File: src/rtl/imem_loader.sv
// imem_loader
//   Write-side loader for the instruction memory. Takes a little-endian byte
//   stream: a 32-bit word count N, then N instruction words. It assembles each
//   word, drives the imem write port, and holds the CPU in reset until the
//   whole image has been written.
//
//   Optional feature macro: IMEM_LOADER_CHECKSUM_EN
//     When defined, a 4-byte LE trailer follows the last word. The trailer must
//     equal the sum of all data words mod 2**32, otherwise the load ends in ERROR.
//
// Ports
//   clk           system clock, all state on posedge
//   rst_n         asynchronous active-low reset
//   start_i       begin a load (sampled only in IDLE/DONE/ERROR)
//   byte_valid_i  byte_data_i is valid
//   byte_data_i   stream byte, LSB-first within each word
//   byte_ready_o  loader accepts a byte this cycle
//   imem_we_o     one-cycle write strobe
//   imem_addr_o   byte address = BASE_ADDR + 4*index
//   imem_wdata_o  assembled word
//   cpu_hold_o    active-high reset request to the CPU core
//   busy_o        load in progress
//   done_o        image loaded OK (level, cleared by next start)
//   error_o       bad length or checksum (level, cleared by next start)
//
// state  | meaning
// IDLE   | waiting for first start since reset
// LEN    | collecting the 4-byte word count N
// DATA   | collecting the 4 bytes of the current word
// WRITE  | one-cycle imem write of the assembled word
// DONE   | image loaded, CPU released
// ERROR  | length (or checksum) rejected, CPU held
// CSUM   | collecting the 4-byte checksum trailer (checksum build only)
module imem_loader #(
  parameter int unsigned ADDR_WIDTH    = 10,
  parameter logic [31:0] BASE_ADDR     = 32'h0,
  parameter bit          HOLD_AT_RESET = 1'b1
) (
  input  logic        clk,
  input  logic        rst_n,
  input  logic        start_i,
  input  logic        byte_valid_i,
  input  logic [7:0]  byte_data_i,
  output logic        byte_ready_o,
  output logic        imem_we_o,
  output logic [31:0] imem_addr_o,
  output logic [31:0] imem_wdata_o,
  output logic        cpu_hold_o,
  output logic        busy_o,
  output logic        done_o,
  output logic        error_o
);

  typedef enum logic [2:0] {
    S_IDLE  = 3'd0,
    S_LEN   = 3'd1,
    S_DATA  = 3'd2,
    S_WRITE = 3'd3,
    S_DONE  = 3'd4,
    S_ERROR = 3'd5
`ifdef IMEM_LOADER_CHECKSUM_EN
    , S_CSUM = 3'd6
`endif
  } state_t;

  localparam logic [31:0]         DEPTH   = 32'd1 << ADDR_WIDTH;
  localparam logic [ADDR_WIDTH:0] IDX_ONE = {{ADDR_WIDTH{1'b0}}, 1'b1};

  state_t                state_q, state_d;
  logic [31:0]           n_q, n_d;
  logic [31:0]           wdata_q, wdata_d;
  logic [ADDR_WIDTH:0]   idx_q, idx_d;
  logic [1:0]            bcnt_q, bcnt_d;
  logic                  done_q, done_d;
  logic                  error_q, error_d;
  logic                  hold_q, hold_d;
`ifdef IMEM_LOADER_CHECKSUM_EN
  logic [31:0]           csum_q, csum_d;
`endif

  logic [31:0]           n_shift;
  logic [31:0]           w_shift;
  logic [ADDR_WIDTH:0]   idx_inc;
  logic                  last_byte;
  logic                  finish;

  always_ff @(posedge clk or negedge rst_n) begin
    if (!rst_n) begin
      state_q <= S_IDLE;
    end else begin
      state_q <= state_d;
    end
  end

  always_ff @(posedge clk or negedge rst_n) begin
    if (!rst_n) begin
      n_q     <= '0;
      wdata_q <= '0;
      idx_q   <= '0;
      bcnt_q  <= '0;
      done_q  <= 1'b0;
      error_q <= 1'b0;
      hold_q  <= HOLD_AT_RESET;
`ifdef IMEM_LOADER_CHECKSUM_EN
      csum_q  <= '0;
`endif
    end else begin
      n_q     <= n_d;
      wdata_q <= wdata_d;
      idx_q   <= idx_d;
      bcnt_q  <= bcnt_d;
      done_q  <= done_d;
      error_q <= error_d;
      hold_q  <= hold_d;
`ifdef IMEM_LOADER_CHECKSUM_EN
      csum_q  <= csum_d;
`endif
    end
  end

  always_comb begin
    state_d      = state_q;
    n_d          = n_q;
    wdata_d      = wdata_q;
    idx_d        = idx_q;
    bcnt_d       = bcnt_q;
    done_d       = done_q;
    error_d      = error_q;
    hold_d       = hold_q;
`ifdef IMEM_LOADER_CHECKSUM_EN
    csum_d       = csum_q;
`endif
    byte_ready_o = 1'b0;
    imem_we_o    = 1'b0;
    busy_o       = 1'b0;
    finish       = 1'b0;

    // Bytes arrive LSB-first, so shifting in from the top leaves byte k at
    // bits [8k+7:8k] after the fourth byte.
    n_shift   = {byte_data_i, n_q[31:8]};
    w_shift   = {byte_data_i, wdata_q[31:8]};
    idx_inc   = idx_q + IDX_ONE;
    last_byte = (bcnt_q == 2'd3);

    case (state_q)
      S_IDLE, S_DONE, S_ERROR: begin
        if (start_i) begin
          state_d = S_LEN;
          idx_d   = '0;
          bcnt_d  = '0;
          done_d  = 1'b0;
          error_d = 1'b0;
          hold_d  = 1'b1;
`ifdef IMEM_LOADER_CHECKSUM_EN
          csum_d  = '0;
`endif
        end
      end
      S_LEN: begin
        byte_ready_o = 1'b1;
        busy_o       = 1'b1;
        if (byte_valid_i) begin
          n_d    = n_shift;
          bcnt_d = bcnt_q + 2'd1;
          if (last_byte) begin
            if (n_shift > DEPTH) begin
              state_d = S_ERROR;
              error_d = 1'b1;
            end else if (n_shift == '0) begin
              finish = 1'b1;
            end else begin
              state_d = S_DATA;
            end
          end
        end
      end
      S_DATA: begin
        byte_ready_o = 1'b1;
        busy_o       = 1'b1;
        if (byte_valid_i) begin
          wdata_d = w_shift;
          bcnt_d  = bcnt_q + 2'd1;
          if (last_byte) begin
            state_d = S_WRITE;
          end
        end
      end
      S_WRITE: begin
        busy_o    = 1'b1;
        imem_we_o = 1'b1;
        idx_d     = idx_inc;
`ifdef IMEM_LOADER_CHECKSUM_EN
        csum_d    = csum_q + wdata_q;
`endif
        // N never exceeds 2**ADDR_WIDTH here, so its low ADDR_WIDTH+1 bits
        // hold the full count.
        if (idx_inc == n_q[ADDR_WIDTH:0]) begin
          finish = 1'b1;
        end else begin
          state_d = S_DATA;
        end
      end
`ifdef IMEM_LOADER_CHECKSUM_EN
      S_CSUM: begin
        byte_ready_o = 1'b1;
        busy_o       = 1'b1;
        if (byte_valid_i) begin
          // N is no longer needed, so its register collects the trailer.
          n_d    = n_shift;
          bcnt_d = bcnt_q + 2'd1;
          if (last_byte) begin
            if (n_shift == csum_q) begin
              state_d = S_DONE;
              done_d  = 1'b1;
              hold_d  = 1'b0;
            end else begin
              state_d = S_ERROR;
              error_d = 1'b1;
            end
          end
        end
      end
`endif
      default: begin
        state_d = S_IDLE;
      end
    endcase

    if (finish) begin
`ifdef IMEM_LOADER_CHECKSUM_EN
      state_d = S_CSUM;
`else
      state_d = S_DONE;
      done_d  = 1'b1;
      hold_d  = 1'b0;
`endif
    end
  end

  assign imem_addr_o  = BASE_ADDR + (32'(idx_q) << 2);
  assign imem_wdata_o = wdata_q;
  assign cpu_hold_o   = hold_q;
  assign done_o       = done_q;
  assign error_o      = error_q;

endmodule
File: config.mk
export PLATFORM = sky130hd
export DESIGN_NAME = imem_loader
export DESIGN_NICKNAME = d
export VERILOG_FILES = /design/src/rtl/imem_loader.sv
export SDC_FILE = /design/constraint.sdc
export NUM_CORES = 1
export LEC_CHECK = 0
export ABC_AREA = 1
export ABC_CLOCK_PERIOD_IN_PS = 2200
export CAP_MARGIN = 20
export CORE_UTILIZATION = 51
export DETAILED_ROUTE_END_ITERATION = 7
export HOLD_SLACK_MARGIN = 0.15
export PLACE_DENSITY = 0.85
export SLEW_MARGIN = 0
export SYNTH_ARGS = -nofsm -noshare
export SYNTH_HDL_FRONTEND = slang
export SYNTH_SLANG_ARGS = --single-unit
File: constraint.sdc
create_clock -name clk -period 2.2 [get_ports clk]
set_input_delay 0.44 -clock clk [delete_from_list [all_inputs] [get_ports clk]]
set_output_delay 0.44 -clock clk [all_outputs]
set_load 0.03 [all_outputs]
After elaboration in Yosys (flattened, before gate mapping). Cells that the tools add are included.

$add $sub $neg: 2. $mul: 0. Div/mod/pow operators: 0. Magnitude comparators: 1. Equal/unequal tests: 19. Shifts and indexed selects: 0. Multiplexer cells: 34. Bitwise operators: 0. Reductions and logical operators: 17.

Operators with widths (count): $gt 32x11->1 const B (1); $logic_not 32->1 (1); $mux 3 (9); $pmux 11 s2 (1); $ne 3x3->1 const B (6); $mux 1 (17); $pmux 3 s4 (1); $add 11x1->11 const B (1); $eq 11x11->1 (1); $mux 11 (1); $reduce_bool 2->1 (5); $ne 2x2->1 const B (4); $reduce_and 2->1 (4); $reduce_and 7->1 (1); $eq 3x2->1 const B (2); $eq 3x3->1 const B (2); $reduce_or 3->1 (2); $reduce_and 5->1 (1); $mux 2 (2); $ne 4x4->1 const B (1); $pmux 1 s2 (2); $pmux 2 s2 (1); $eq 3x1->1 const B (1); $logic_not 3->1 (1); 5 further kinds (5).

Flip-flop bits (word level): 83. Bits in latches: 0. Bits in writable memories: 0. ROM bits: 0. Input bits: 12. Memories: 0.

Depth between registers and ports, before layout.
Word-level depth: 8. Mapped depth: 14. Depth with buffers taken out: 14.

Worst setup path before layout. Ideal clock, no wire load.

Path type: reg2reg. Start point: reg idx_q[0]. End point: reg state_q[1]. Setup time: 0.119 ns. Arrival: 1.782 ns. Setup slack: 0.299 ns. Stages on the path, launching flop included: 13. Path buffers: 0. Path through: dfrtp_1 > ha_1 > nand2_4 > nor2_4 > nand2_1 > nand2_2 > nand2_2 > nand2_1 > nand2_1 > nor2_1 > nand4_2 > nand4_1 > nand2_1.

Cells in the longest elaborated chain, start to end: 6. Elaborated cells on any way between the ends: 13. Those cells by class: add/sub (1); eq/ne (8); mux (3); reduce/logical (1).

Ends and longest elaborated chain: start: declaration (RTL line 72) `logic [ADDR_WIDTH:0] idx_q, idx_d;`; start signal: assignment (RTL line 110) `idx_q <= idx_d;`; $add 11x1->11 * (RTL line 142) `idx_inc = idx_q + IDX_ONE;`; $eq 11x11->1 * (RTL line 197) `if (idx_inc == n_q[ADDR_WIDTH:0]) begin`; $mux 1 (RTL line 197); $pmux 1 s2 (RTL line 145) `case (state_q)`; $ne 4x4->1 (no source line) / $ne 3x3->1 (equally long branches); $reduce_and 7->1 (no source line); end signal: assignment (RTL line 91) `state_q <= state_d;`; end: declaration (RTL line 69) `state_t state_q, state_d;`.

Mark *: on every way between the ends. The rest lies on a longest branch, timed or not. A chain may end at the register's enable or synchronous reset.

Worst setup path in the final report.
Start point: reg idx_q[0]. End point: out imem_addr_o[2].

RTL lines: end: declaration (RTL line 46) `output logic [31:0] imem_addr_o,`.

No word-level cell between the ends.

==> metrics.yaml <==
finalCritPeriodShare_pct: 91.6
drt.antenna.violating_nets: 0
synthTopCellsByArea: "dfrtp_1 52%, nand2_1 11%, inv_1 6.2%, o21ai_0 6.0%, buf_4 4.0%"
wl_um: 8320
cp_max_fo: 7
critical_path.max_stage_delay_ps: 720
dieWidth_um: 90.4
timing.rr.end: "state_q[1]"
start_kind: "register"
cts_setup_buffers: 0
synth_top_area_cell: "dfrtp_1"
cp_slowest_cell: "clkdlybuf4s50_1"
hpwl_um: 6080
crit_arrival_ps: 1570
track_usage_pct: 21.4
rsz0062_at_grt: "false"
p_sw_mw: 1.60
p_sw_share_pct: 36.4
path_clk_slew_ps: 90
postSynthCellCount: 473
clock.fmax_ghz: 0.496
cp_cell_sequence: "clkdlybuf4s50_1"
syn_avg_cell_area_um2: 8.42
drt_first_pass_iters: 4
ys_seq_elements: 83
irDropWorstVdd_v: 0.000497
worstPathRequired_ps: 1760
ios: 82
power_density_nw_per_um2: 899
intPower_mw: 2.80
antenna_found_initial: 0
grt-ovfl-total: 0
clk_path_buf_depth: 2
vias: 3218
min_period_ps: 2010
totalNegativeSetupSlack_ps: 0
layout.nets: 555
cap_violations: 0
crit_family: "buffers and inverters"
r2r_cells: 12
drc: 0
clockPowerShare_pct: 25.9
netlist_area_um2: 3980
drive_above_1_share_pct: 11.0
grt_pass1_vias: 3094
ys_seq_area_share_pct: 52.2
reg2reg_from: "idx_q[0]"
synthTopCellsByCount: "113 x nand2_1, 82 x dfrtp_1, 66 x inv_1"
sequentialPowerShare_pct: 45.8
grt_pass1_wl_um: 14000
via_per_inst: 4.99
start_util_pct: 53.7
wl_per_cell_um: 12.9
yosysMostFrequentCell: "nand2_1"
drt_iter0_markers: 206
routabilityCongestion: 0.854
cts_buffers: 9
area_delta_synth_final_pct: 23.0
cp-startpoint: "idx_q[0]"
ff2ff_setup_slack_ps: 240
finalHoldViolations: 0
clk-insertion-delay-late_ps: 360
crit_cells: 1
setup_viol: 0
total_power_mw: 4.41
synth.distinct_cells: 31
yosys_warnings: 0
slew_violations: 0
path_class: "reg -> out"
nFillCells: 598
fp-row-count: 31
async_flop_share_pct: 100
dp_cells: 628
final-instance-count-excl-fill: 645
crit_end: "imem_addr_o[2]"
die_h_um: 90.4
synth_ff_type: "dfrtp_1"
cts_tree: "built"
cp_num_buf_inv: 1
portBuffers: 60
leakage_nw: 2.43
synth_top_area_share_pct: 51.5
outcome: "complete, no violations"
htreeDepth: 3
synth_edf_count: 0
comb_power_share_pct: 28.3
grt_max_degree: 65
hold_path_class: "reg -> reg"
worstSetupEndpointType: "output pin"
cts_root_buffer: "clkbuf_8"
final.setup_skew_ps: 13.5
die-area_um2: 8160
clock-sinks: 83
antenna_cells: 0
coreArea_um2: 7410
==> layout by cell type, fill, tap and decap left out, types with 2 or more instances in the layout <==
cell / n
nand2_1: 112
dfrtp_1: 82
inv_1: 66
clkdlybuf4s50_1: 56
o21ai_0: 48
nor2_1: 30
nand3_1: 25
conb_1: 21
a21oi_1: 13
nand4_1: 11
clkbuf_8: 9
mux2_2: 8
buf_4: 8
o22ai_1: 7
nand2_2: 6
nor2_2: 4
nand3_2: 4
inv_2: 3
nor2_4: 3
o21ai_1: 3
inv_6: 3
buf_12: 3
xnor2_1: 2
ha_1: 2
clkinvlp_4: 2
dlymetal6s2s_1: 2
==> worst min path at each step <==
stage	end	startpoint	cells after the start
floorplan	bcnt_q[0]	rst_n	0
global placement	idx_q[9]	rst_n	1
detailed placement	idx_q[5]	rst_n	1
CTS	n_q[11]	n_q[11]	2
global route	n_q[11]	n_q[11]	2
finish	n_q[15]	n_q[15]	2
==> layout make-up <==
cell class	instances	area, um^2	share of cell area [%]
clock inverters	7	82.6	1.69
repair buffers	71	721	14.7
clock buffers	9	124	2.53
multi-input cells	307	1510	30.8
inverters	69	259	5.29
well taps	99	124	2.53
flip-flops and latches	83	2080	42.4
==> registers in the layout (all words and copies together) (netlist names) <==
register	cells
bcnt_q	2
cpu_hold_o	1
done_o	1
error_o	1
idx_q	11
imem_wdata_o	32
n_q	32
state_q	3
==> stage by stage <==
stage	worst slack [ps]	area (um^2)	hold slack [ps]	util, %
floorplan	299	4060	144	-
global placement	155	4680	409	63.2
detailed placement	129	4680	411	63.2
CTS	2.71	4900	493	66.1
global route	74.1	4900	507	66.1
finish	185	4900	486	66.1
==> power by group through the flow <==
stage / clock (mW) / combinational [mW] / sequential, mW
detailed placement: 0 / 1.26 / 2.04
floorplan: 0 / 0.901 / 2.03
global placement: 0 / 1.22 / 2.03
finish: 1.14 / 1.25 / 2.02
CTS: 1.16 / 1.26 / 2.02
global route: 1.23 / 1.43 / 2.05
==> layer usage <==
layer / global-route usage, % / vias to the layer above / wire, um
met1: 25.4 / 1511 / 3560
li1: - / 1599 / -
met2: 37.5 / 96 / 4070
met5: 0 / - / 0
met3: 5.22 / 12 / 544
met4: 8.06 / 0 / 134
==> cell families after synthesis <==
family,Yosys count,synth area share (%)
and+or+nand+nor,199,22.6
adders and majority gates,2,0.628
buffers and inverters,103,11.8
other,1,0.0942
xor gates and xnor gates,3,0.660
muxes,8,2.26
DFF,83,52.2
AOI/OAI and AO/OA,74,9.77
==> what timing repair did <==
item	CTS	global route
setup endpoints to repair	1	3
gates resized for setup	1	4
hold endpoints to repair	29	0
hold buffers	1	0
pin swaps	0	0
Note: power is estimated with default switching activity, not from simulation.
